===== config.mk =====
export PLATFORM = sky130hd
export DESIGN_NAME = axim_write_engine
export DESIGN_NICKNAME = d
export VERILOG_FILES = /design/src/rtl/axim_pkg.sv /design/src/rtl/axim_w_beat_gen.sv /design/src/rtl/axim_write_engine.sv
export SDC_FILE = /design/constraint.sdc
export NUM_CORES = 1
export LEC_CHECK = 0
export CAP_MARGIN = 20
export CORE_MARGIN = 2
export CORE_UTILIZATION = 51
export DETAILED_ROUTE_END_ITERATION = 10
export MAX_ROUTING_LAYER = met4
export PLACE_DENSITY = 0.83
export SETUP_SLACK_MARGIN = 0.4
export SKIP_CTS_REPAIR_TIMING = 1
export SYNTH_ARGS = -nofsm -noshare
export SYNTH_HDL_FRONTEND = slang
export SYNTH_SLANG_ARGS = --single-unit

===== constraint.sdc =====
create_clock -name clk -period 6.29 [get_ports clk]
set_clock_uncertainty 0.15 [all_clocks]
set_input_delay 0.9435 -clock clk [delete_from_list [all_inputs] [get_ports clk]]
set_output_delay 0.9435 -clock clk [all_outputs]
set_load 0.1 [all_outputs]

===== src/rtl/axim_pkg.sv =====
// Shared definitions for the AXI write engine.
//   state_t        : top-level run state (IDLE / RUN / DONE)
//   AXI_RESP_OKAY  : the only B response treated as success
//   awlen_of()     : AXI awlen value for a given burst length in beats
package axim_pkg;

  typedef enum logic [1:0] {
    ST_IDLE = 2'd0,
    ST_RUN  = 2'd1,
    ST_DONE = 2'd2
  } state_t;

  localparam logic [1:0] AXI_RESP_OKAY = 2'd0;

  function automatic logic [7:0] awlen_of(input int burst_len);
    return 8'(burst_len - 1);
  endfunction

endpackage


===== src/rtl/axim_w_beat_gen.sv =====
// W-channel beat generator: walks the beats of each burst, raises wlast on
// the final beat and advances an incrementing data pattern that runs on
// continuously across bursts.
// Ports:
//   clk, reset   : clock, synchronous active-high reset
//   load, seed   : on load, the data pattern restarts at seed
//   grant        : a new burst may begin (its AW has already been accepted)
//   burst_start  : a new burst begins at this clock edge (combinational)
//   wready       : AXI W ready
//   wvalid, wdata, wlast : registered AXI W outputs
module axim_w_beat_gen #(
  parameter int DATA_W    = 16,
  parameter int BURST_LEN = 32
) (
  input  logic              clk,
  input  logic              reset,
  input  logic              load,
  input  logic [DATA_W-1:0] seed,
  input  logic              grant,
  output logic              burst_start,
  input  logic              wready,
  output logic              wvalid,
  output logic [DATA_W-1:0] wdata,
  output logic              wlast
);

  localparam int BEAT_W = (BURST_LEN > 1) ? $clog2(BURST_LEN) : 1;

  logic [BEAT_W-1:0] beat_reg;
  logic              beat_acc;
  logic              slot_free;

  assign beat_acc = wvalid & wready;
  // The W slot frees up either when idle or as the final beat is taken, so
  // a granted follow-on burst streams with no bubble.
  assign slot_free   = !wvalid | (beat_acc & wlast);
  assign burst_start = slot_free & grant;

  always_ff @(posedge clk) begin
    if (reset) begin
      wvalid   <= 1'b0;
      wlast    <= 1'b0;
      wdata    <= '0;
      beat_reg <= '0;
    end else if (load) begin
      wvalid   <= 1'b0;
      wlast    <= 1'b0;
      wdata    <= seed;
      beat_reg <= '0;
    end else begin
      if (beat_acc) begin
        wdata <= wdata + 1'b1;
      end
      if (slot_free) begin
        wvalid   <= grant;
        wlast    <= grant && (BURST_LEN == 1);
        beat_reg <= '0;
      end else if (beat_acc) begin
        beat_reg <= beat_reg + 1'b1;
        wlast    <= (32'(beat_reg) + 32'd1 == 32'(BURST_LEN - 1));
      end
    end
  end

endmodule


===== src/rtl/axim_write_engine.sv =====
// AXI write master: on start, issues cfg_num_bursts fixed-length bursts from
// cfg_base_addr with an incrementing data pattern beginning at cfg_seed.
// Up to MAX_OUT bursts may have AW accepted without their B response.
// Ports:
//   clk, reset                 : clock, synchronous active-high reset
//   start, cfg_*               : run request and its configuration
//   busy, done, err, err_cnt   : run status, error flag and error count
//   axi_aw*, axi_w*, axi_b*    : AXI write address / data / response channels
module axim_write_engine
  import axim_pkg::*;
#(
  parameter int DATA_W    = 16,
  parameter int ADDR_W    = 25,
  parameter int BURST_LEN = 32,
  parameter int MAX_OUT   = 4,
  parameter int CNT_W     = 16
) (
  input  logic              clk,
  input  logic              reset,
  input  logic              start,
  input  logic [ADDR_W-1:0] cfg_base_addr,
  input  logic [CNT_W-1:0]  cfg_num_bursts,
  input  logic [DATA_W-1:0] cfg_seed,
  output logic              busy,
  output logic              done,
  output logic              err,
  output logic [CNT_W-1:0]  err_cnt,
  input  logic              axi_awready,
  output logic              axi_awvalid,
  output logic [7:0]        axi_awlen,
  output logic [ADDR_W-1:0] axi_awaddr,
  input  logic              axi_wready,
  output logic              axi_wvalid,
  output logic [DATA_W-1:0] axi_wdata,
  output logic              axi_wlast,
  output logic              axi_bready,
  input  logic              axi_bvalid,
  input  logic [1:0]        axi_bresp
);

  state_t           state;
  logic [CNT_W-1:0] num_bursts_reg;
  logic [CNT_W-1:0] aw_issued_reg;
  logic [CNT_W-1:0] b_rcvd_reg;
  logic [CNT_W-1:0] w_started_reg;
  logic [CNT_W-1:0] aw_issued_next;
  logic [CNT_W-1:0] b_rcvd_next;
  logic             accept_start;
  logic             aw_acc;
  logic             b_acc;
  logic             aw_more;
  logic             grant;
  logic             burst_start;

  assign axi_awlen  = awlen_of(BURST_LEN);
  assign axi_bready = 1'b1;

  assign accept_start   = start & (state == ST_IDLE);
  assign aw_acc         = axi_awvalid & axi_awready;
  assign b_acc          = axi_bvalid & (state == ST_RUN);
  assign aw_issued_next = aw_issued_reg + CNT_W'(aw_acc);
  assign b_rcvd_next    = b_rcvd_reg + CNT_W'(b_acc);

  // Look-ahead on the post-edge counts keeps awvalid registered yet lets it
  // re-assert right after an accept or a freeing B response.
  assign aw_more = (aw_issued_next < num_bursts_reg) &&
                   ((aw_issued_next - b_rcvd_next) < CNT_W'(MAX_OUT));

  // Registered AW count keeps each W burst strictly behind its AW.
  assign grant = (state == ST_RUN) && (w_started_reg < aw_issued_reg);

  axim_w_beat_gen #(
    .DATA_W   (DATA_W),
    .BURST_LEN(BURST_LEN)
  ) u_w_beat_gen (
    .clk        (clk),
    .reset      (reset),
    .load       (accept_start),
    .seed       (cfg_seed),
    .grant      (grant),
    .burst_start(burst_start),
    .wready     (axi_wready),
    .wvalid     (axi_wvalid),
    .wdata      (axi_wdata),
    .wlast      (axi_wlast)
  );

  always_ff @(posedge clk) begin
    if (reset) begin
      state          <= ST_IDLE;
      busy           <= 1'b0;
      done           <= 1'b0;
      err            <= 1'b0;
      err_cnt        <= '0;
      axi_awvalid    <= 1'b0;
      axi_awaddr     <= '0;
      num_bursts_reg <= '0;
      aw_issued_reg  <= '0;
      b_rcvd_reg     <= '0;
      w_started_reg  <= '0;
    end else begin
      done <= 1'b0;
      case (state)
        ST_IDLE: begin
          if (accept_start) begin
            busy           <= 1'b1;
            err            <= 1'b0;
            err_cnt        <= '0;
            num_bursts_reg <= cfg_num_bursts;
            aw_issued_reg  <= '0;
            b_rcvd_reg     <= '0;
            w_started_reg  <= '0;
            axi_awaddr     <= cfg_base_addr;
            axi_awvalid    <= (cfg_num_bursts != '0);
            state          <= (cfg_num_bursts != '0) ? ST_RUN : ST_DONE;
          end
        end
        ST_RUN: begin
          aw_issued_reg <= aw_issued_next;
          b_rcvd_reg    <= b_rcvd_next;
          axi_awvalid   <= aw_more;
          if (burst_start) begin
            w_started_reg <= w_started_reg + 1'b1;
          end
          if (aw_acc) begin
            axi_awaddr <= axi_awaddr + ADDR_W'(BURST_LEN);
          end
          if (b_acc && (axi_bresp != AXI_RESP_OKAY)) begin
            err <= 1'b1;
            if (err_cnt != '1) begin
              err_cnt <= err_cnt + 1'b1;
            end
          end
          if (b_rcvd_next == num_bursts_reg) begin
            axi_awvalid <= 1'b0;
            state       <= ST_DONE;
          end
        end
        ST_DONE: begin
          done  <= 1'b1;
          busy  <= 1'b0;
          state <= ST_IDLE;
        end
        default: state <= ST_IDLE;
      endcase
    end
  end

endmodule


==> reports/qor.txt, run 1 <==
initial core utilization -> 52.2%
worst skew pair latency -> 0.43 ns
CTS Root Cell -> clkbuf_16
worst rel slew slack -> 31.8%
Final GP Congestion -> 0.944
ranking of synthesized cells by area -> dfxtp_1, ha_1, nand2_1
YS warnings -> 0
Initial DRC Count -> 563
Tmin final -> 5.13 ns
Critical Path Source -> axi_awready
number of nets in the layout -> 1311
fmax -> 0.195 GHz
fin crit share -> 81.5%
CP Capture Type -> register
Slew Limit Fails -> 0
clk buf depth -> 2
RR Startpoint -> axi_awvalid$_SDFFE_PP0P_
Wirelength per Cell -> 15.9 µm
Area growth syn-to-layout -> 24.0%
initial antenna violation count -> 0
Most flops, register -> axi_awaddr
Final Hold Fails -> 0
DRT Pass-1 Iters -> 6
htree depth -> 4
share of cells above drive strength 1 -> 5.06%
total gr overflow -> 0
Max IR drop VDD -> 0.000219 V
EDFF count, synth -> 0
die area -> 17400 µm²
vias in the first global route -> 7603
multi-input logic area -> 5240 µm²
cell taking the most area after synthesis -> dfxtp_1
max_cap viols -> 0
post-route cell area -> 10300 µm²
pin count of the biggest net entering global routing -> 67
post-place instance area -> 9700 µm²
FF+latch area -> 2680 µm²
# IOs -> 137
Via-to-Cell Ratio -> 5.80
Worst R2R Setup Slack -> 1.67 ns
crit-path max FO -> 6
Netlist cell types -> 66
cells on worst reg2reg path -> 20
Tightest Pin Transition -> 1.02 ns
top cell type's share of synthesized area -> 32.2%
total core area -> 15900 µm²
CTS tree -> yes
Fillers -> 1330
Post-Synthesis Cells -> 1093
synthesis-stage register bit count -> 134
Die H -> 132 µm
PwrDens -> 253 nW/µm²
Worst-path clk slew -> 0.06 ns
port buffer count -> 127
Final HPWL DP -> 16.0 mm
leading register cell type out of synthesis -> dfxtp_1
Setup Crit Path Kind -> in2reg
Reg-to-Reg End -> axi_awvalid$_SDFFE_PP0P_
setup_tns -> 0 ns
Worst Hold Path EP -> err$_SDFFE_PP0P_
final-report setup violation count -> 0
RSZ-0062 raised after global routing -> no
Hold Startpoint -> err$_SDFFE_PP0P_
DRC errors left -> 0
register area share after synthesis -> 32.2%
Startpoint Class -> primary input
netlist area before placement -> 8330 µm²
Antenna Nets Post-Route -> 0
via count -> 8244
Mean Syn Cell Area -> 7.62 µm²
HP Class -> reg2reg
Crit path required time -> 6.50 ns
Lkg Pwr -> 0.00377 µW
total clock buffers created by CTS -> 17
Largest register FFs -> 25
GRT Total Usage -> 26.5%
Antenna Cells -> 0
Total Routed Length -> 22.6 mm
asr flop ratio synth -> 0%
die width -> 132 µm
outcome -> completed
row count -> 46
global-route wire length before repair -> 36.9 mm
CTS Sinks -> 134
WP data arrival -> 5.34 ns
hold depth -> 2
==> per-stage QoR <==
| stage | total power (µW) | cells | worst slack [ns] | hold slack [ns] | utilization, % |
|---|---|---|---|---|---|
| 2_1_floorplan | 1420 | 1100 | 1.76 | 0.286 | - |
| 3_3_place_gp | 1600 | 1387 | 1.02 | 0.292 | 60.8 |
| 3_5_place_dp | 1600 | 1388 | 0.828 | 0.296 | 60.9 |
| 4_1_cts | 2620 | 1420 | 1.26 | 0.304 | 64.6 |
| 5_1_grt | 2710 | 1421 | 0.752 | 0.321 | 64.8 |
| 6_report | 2620 | 1421 | 1.16 | 0.303 | 64.8 |
==> where the power goes <==
part           total, µW  switching, µW  internal, µW
combinational        655            468           187
clock               1020            385           633
sequential           943           51.8           892
==> worst max-delay path, cell delays in order <==
cell             delay (ns)
clkdlybuf4s50_1        0.45
nand2_1                0.10
inv_1                  0.10
ha_1                   0.18
ha_1                   0.18
nand3_1                0.16
nor2_1                 0.28
nand3_1                0.20
nor3_1                 0.47
nand3_1                0.17
xnor2_1                0.30
ha_1                   0.36
nand2b_1               0.18
nor3_1                 0.07
nor4_1                 0.19
nand4_1                0.12
nor4_1                 0.28
o211ai_1               0.17
a211oi_1               0.20
nand4_1                0.11
o21ai_1                0.14
==> placed cells by master (no fill, tap or decap), types with 20 or more instances in the layout <==
| cell type | count |
|---|---|
| inv_1 | 46 |
| o21ai_0 | 53 |
| xor2_1 | 28 |
| nand3_1 | 41 |
| nand4_1 | 26 |
| nor2_1 | 123 |
| or3_1 | 26 |
| xnor2_1 | 43 |
| dfxtp_1 | 134 |
| a21oi_1 | 91 |
| a211oi_1 | 26 |
| a22oi_1 | 20 |
| ha_1 | 54 |
| nor3_1 | 35 |
| nand2_1 | 132 |
| clkdlybuf4s50_1 | 126 |
==> worst max path at each step <==
stage                                           to  cells past startpoint
after floorplan           axi_awvalid$_SDFFE_PP0P_                     20
after global placement    axi_awvalid$_SDFFE_PP0P_                     21
after detailed placement  axi_awvalid$_SDFFE_PP0P_                     21
after CTS                 axi_awvalid$_SDFFE_PP0P_                     21
after global routing      axi_awvalid$_SDFFE_PP0P_                     21
final                     axi_awvalid$_SDFFE_PP0P_                     21
==> layout make-up <==
cell class / instances / area share (%)
repair buffers: 137 / 13.2
clock buffers: 20 / 4.32
clock inverters: 12 / 1.48
well taps: 216 / 2.62
multi-input cells: 856 / 50.7
inverters: 46 / 1.67
flip-flops and latches: 134 / 26.0
==> logic make-up after synthesis <==
logic type | count (synthesis) | share of synthesized area (%)
flip-flops | 134 | 32.2
AO/OA/AOI/OAI | 251 | 18.6
adder cells (fa/ha/maj) | 54 | 8.11
XOR/XNOR | 73 | 7.86
other | 2 | 0.0902
multiplexers | 6 | 0.721
buffers and inverters | 110 | 5.44
AND/OR/NAND/NOR | 463 | 27.0
==> layer usage <==
metal	up-vias	track usage, %	routed length (µm)
met2	278	43.5	10800
met5	-	-	0
met3	41	6.46	1580
li1	4075	-	-
met4	0	8.39	431
met1	3850	32.1	9760
==> cell usage after synthesis, types with 3 or more instances <==
library cell  count
dfxtp_1         134
nand2_1         133
nor2_1          123
a21oi_1          92
ha_1             54
o21ai_0          53
clkbuf_1         46
inv_1            46
xnor2_1          43
nand3_1          42
nor3_1           35
xor2_1           28
a211oi_1         26
nand4_1          26
or3_1            26
a22oi_1          20
and3_1           14
a21o_1           12
nor4_1           11
and4_1           10
buf_4             9
a311oi_1          7
nand2b_1          7
nor2b_1           7
mux2i_1           6
nor3b_1           6
o22ai_1           6
or4_1             6
buf_2             5
o211ai_1          5
buf_1             4
o21ai_1           4
o31ai_1           4
and2_1            3
nand3b_1          3
No activity file was read; power rests on OpenSTA's default activity.
==> run 2: changes to the inputs <==
==> constraint.sdc (replaced) <==
create_clock -name clk -period 5 [get_ports clk]
set_clock_uncertainty 0.15 [all_clocks]
set_input_delay 0.75 -clock clk [delete_from_list [all_inputs] [get_ports clk]]
set_output_delay 0.75 -clock clk [all_outputs]
set_load 0.1 [all_outputs]
==> run 2 against run 1 <==
Routed wire length increased by 2.6%. Design area increased by 0.65%. Critical path depth unchanged. Highest routed layer unchanged.
==> reports/qor.txt, run 2 (synthesized netlist as in run 1, its figures left out) <==
initial core utilization -> 52.2% (unchanged)
DRC errors left -> 0 (unchanged)
GRT Total Usage -> 27.3% (+0.82 points)
Tmin final -> 4.34 ns
max_cap viols -> 0 (unchanged)
Largest register FFs -> 25 (unchanged)
PwrDens -> 313 nW/µm² (+23%)
Setup Slack @ Placement -> 0.112 ns (-0.716 ns)
Crit path required time -> 5.21 ns (-1.29 ns)
Total Routed Length -> 23.1 mm (+2.6%)
CP Capture Type -> register
Final GP Congestion -> 0.931 (-1.3%)
Most flops, register -> axi_awaddr
Worst-path clk slew -> 0.06 ns (about the same)
Setup Crit Path Kind -> in2reg
initial antenna violation count -> 0 (unchanged)
Wirelength per Cell -> 16.2 µm (+2.3%)
clk buf depth -> 2 (unchanged)
total core area -> 15900 µm² (unchanged)
via count -> 8259 (+0.18%)
WHS -> 0.307 ns (+0.00363 ns)
Final HPWL DP -> 16.2 mm (+0.72%)
CTS tree -> yes
commonest non-fill, non-tap cell in the layout -> dfxtp_1
post-route cell area -> 10400 µm² (+0.65%)
Antenna Nets Post-Route -> 0 (unchanged)
HP Class -> reg2reg
htree depth -> 4 (unchanged)
pin count of the biggest net entering global routing -> 67 (unchanged)
total gr overflow -> 0 (unchanged)
crit-path max FO -> 6 (unchanged)
die area -> 17400 µm² (unchanged)
vias in the first global route -> 7870 (+3.5%)
Max IR drop VDD -> 0.000254 V (+16%)
number of nets in the layout -> 1315 (+0.31%)
Lkg Pwr -> 0.00379 µW (+0.50%)
RSZ-0062 raised after global routing -> no
share of cells above drive strength 1 -> 6.70% (+1.6 points)
Die H -> 132 µm (unchanged)
FF+latch area -> 2680 µm² (unchanged)
PnR worst setup slack -> 0.661 ns (-0.501 ns)
Fillers -> 1321 (-0.68%)
fmax -> 0.230 GHz
global-route wire length before repair -> 38.1 mm (+3.3%)
CTS Sinks -> 134 (unchanged)
final-report setup violation count -> 0 (unchanged)
CTS Root Cell -> clkbuf_16
post-place instance area -> 9730 µm² (+0.27%)
port buffer count -> 127 (unchanged)
most frequent cells in the layout -> dfxtp_1, nand2_1, clkdlybuf4s50_1
Final Hold Fails -> 0 (unchanged)
multi-input logic area -> 5320 µm² (+1.5%)
total clock buffers created by CTS -> 17 (unchanged)
Startpoint Class -> primary input
WP data arrival -> 4.55 ns (-0.79 ns)
# IOs -> 137 (unchanged)
Slew Limit Fails -> 0 (unchanged)
Area growth syn-to-layout -> 24.8%
Tightest Pin Transition -> 1.15 ns (+0.130 ns)
Antenna Cells -> 0 (unchanged)
worst skew pair latency -> 0.42 ns (about the same)
fin crit share -> 86.8%
die width -> 132 µm (unchanged)
worst rel slew slack -> 23.3% (-8.5 points)
row count -> 46 (unchanged)
DRT Pass-1 Iters -> 5 (-1)
outcome -> completed
Initial DRC Count -> 619 (+9.9%)
setup_tns -> 0 ns (unchanged)
Via-to-Cell Ratio -> 5.80 (about the same)
## run 2: per-layer routing
metal / GRT usage (%) / up-vias / wire length (µm)
li1: - / 4088 / -
met1: 33.2 / 3844 / 10100
met2: 44.0 / 280 / 11000
met3: 6.77 / 47 / 1520
met4: 9.84 / 0 / 524
met5: - / - / 0
## run 2: cell type report
| cell class | count | area share (%) |
|---|---|---|
| multi-input cells | 856 | 51.1 |
| flip-flops and latches | 134 | 25.8 |
| repair buffers | 141 | 13.2 |
| clock buffers | 22 | 4.46 |
| well taps | 216 | 2.60 |
| inverters | 46 | 1.66 |
| clock inverters | 10 | 1.16 |
## run 2: path summary, 6_finish.rpt
kind                                            startpoint                         end  slack [ns]  cells past startpoint
worst max-delay path                           axi_awready    axi_awvalid$_SDFFE_PP0P_        0.66                     21
worst min-delay path            axi_awaddr[4]$_SDFFE_PP0P_  axi_awaddr[4]$_SDFFE_PP0P_        0.31                      2
worst max register to register       state[0]$_SDFFE_PP0P_    axi_awvalid$_SDFFE_PP0P_        0.85                     18
worst min register to register  axi_awaddr[4]$_SDFFE_PP0P_  axi_awaddr[4]$_SDFFE_PP0P_        0.31                      2
## run 2: metrics by stage
stage	power (µW)	std cells	util, %
after floorplan	1790	1100	-
after global placement	2010	1392	61.0
after detailed placement	2020	1392	61.0
after CTS	3250	1424	64.7
after global routing	3360	1425	65.2
final	3250	1425	65.2
## run 2: worst max-delay path, cell delays in order
cell and delay, ns:
clkdlybuf4s50_1 0.46, nand2_1 0.08, inv_1 0.09, ha_1 0.18, ha_2 0.21, nand3_2 0.12, nor2_2 0.18, nand3_2 0.15
nor3_2 0.16, nand3_1 0.15, xnor2_2 0.23, ha_2 0.35, nand2b_1 0.16, nor3_1 0.07, nor4_1 0.19, nand4_1 0.15
nor4_1 0.26, o211ai_1 0.15, a211oi_1 0.19, nand4_1 0.11, o21ai_1 0.14
## run 2: report_power, final
| part | total (µW) | leakage (µW) | switching [µW] | internal [µW] |
|---|---|---|---|---|
| clock | 1240 | 0.000281 | 480 | 763 |
| combinational | 820 | 0.00242 | 589 | 231 |
| sequential | 1190 | 0.00109 | 65.3 | 1120 |
==> RTL edit: new RTL, settings of run 2 <==
`ADDR_W`: 25 -> 33.
--- a/src/rtl/axim_write_engine.sv
+++ b/src/rtl/axim_write_engine.sv
@@ -11,5 +11,5 @@
 #(
   parameter int DATA_W    = 16,
-  parameter int ADDR_W    = 25,
+  parameter int ADDR_W    = 33,
   parameter int BURST_LEN = 32,
   parameter int MAX_OUT   = 4,
Interface: changed (resized axi_awaddr and cfg_base_addr); port bits go from 137 to 153. No check against the original RTL was run, so the function may have changed too.
==> RTL edit against run 2 <==
Total power rose by 4.8%; synthesized area rose by 6.9%; die area rose by 6.7%; sequential cell count rose by 8; setup slack improved by 0.011 ns; final area rose by 7.2%; sequential power rose by 6%; wire length rose by 9.3%.
==> RTL edit: results (changes against run 2) <==
* Starting DRT DRC Count at 908 (was 619)
* Setup Slack @ Placement at 0.05371 ns (was 0.1116 ns)
* NonClk Buf Share at 0.1450 (was 0.1321)
* Register area at 0.002844 mm² (was 0.002683 mm²)
* Xor/xnor cell area share of the yosys netlist at 0.09542 (was 0.07856)
* Clk tree area frac at 0.04925 (was 0.05619)
* Layout cell share with drive strength beyond 1 at 0.08307 (was 0.06700)
* First-pass GRT wire length at 40.28 mm (was 38.07 mm)
* Compound-gate portion of the synthesized area at 0.1962 (was 0.1861)
* Wire per inst at 16.72 µm (was 16.24 µm)
* Netlist cell types at 81 (was 66)
* Crit-path max FO at 5 (was 6)
* GPL Wtd Cong at 1.020 (was 0.9310)
* Status: finished clean (unchanged)
* CLK BUF at 21 (was 22)
* Area of the multi-input gates at 0.005695 mm² (was 0.005315 mm²)
* Largest net degree at the start of global routing at 86 (was 67)
* Commonest cells in the netlist: nor2_1, dfxtp_1, nand2_1 (was dfxtp_1, nand2_1, nor2_1)
* Final total power at 3.406 mW (was 3.250 mW)
* Final wirelength at 25.30 mm (was 23.14 mm)
* Worst slew pin tran at 1.029 ns (was 1.150 ns)
* Max VDD drop at 0.2485 mV (was 0.2545 mV)
* Multi-Input Combinational at 903 (was 856)
* Flop pwr share at 0.371 (was 0.365)
* Filler cell count at 1441 (was 1321)
==> RTL edit: cell count changes in the layout (fill, tap and decap cells not counted), moves of 9 or more <==
cell / run 2 / this run
nand2_1: 131 / 117
xnor2_1: 40 / 52
and3_1: 13 / 22
nor3_1: 34 / 19
clkdlybuf4s50_1: 126 / 142
a21oi_1: 91 / 101
nor2_1: 120 / 151
buf_4: 15 / 26
or3_1: 25 / 10
==> RTL edit: final timing paths <==
check | start | to | slack [ns] | cells past startpoint
setup / recovery | axi_awready | axi_awvalid | 0.67 | 18
hold / removal | err | err | 0.31 | 2
setup reg to reg | state[0] | axi_awvalid | 0.95 | 16
hold reg to reg | err | err | 0.31 | 2
==> RTL edit: layer usage <==
| layer | share of wire | wire length, µm | track usage |
|---|---|---|---|
| met5 | 0 | 0 | - |
| met4 | 0.030 | 757 | 0.09896 |
| met3 | 0.054 | 1370 | 0.05108 |
| met2 | 0.49 | 12390 | 0.4665 |
| met1 | 0.43 | 10780 | 0.3345 |
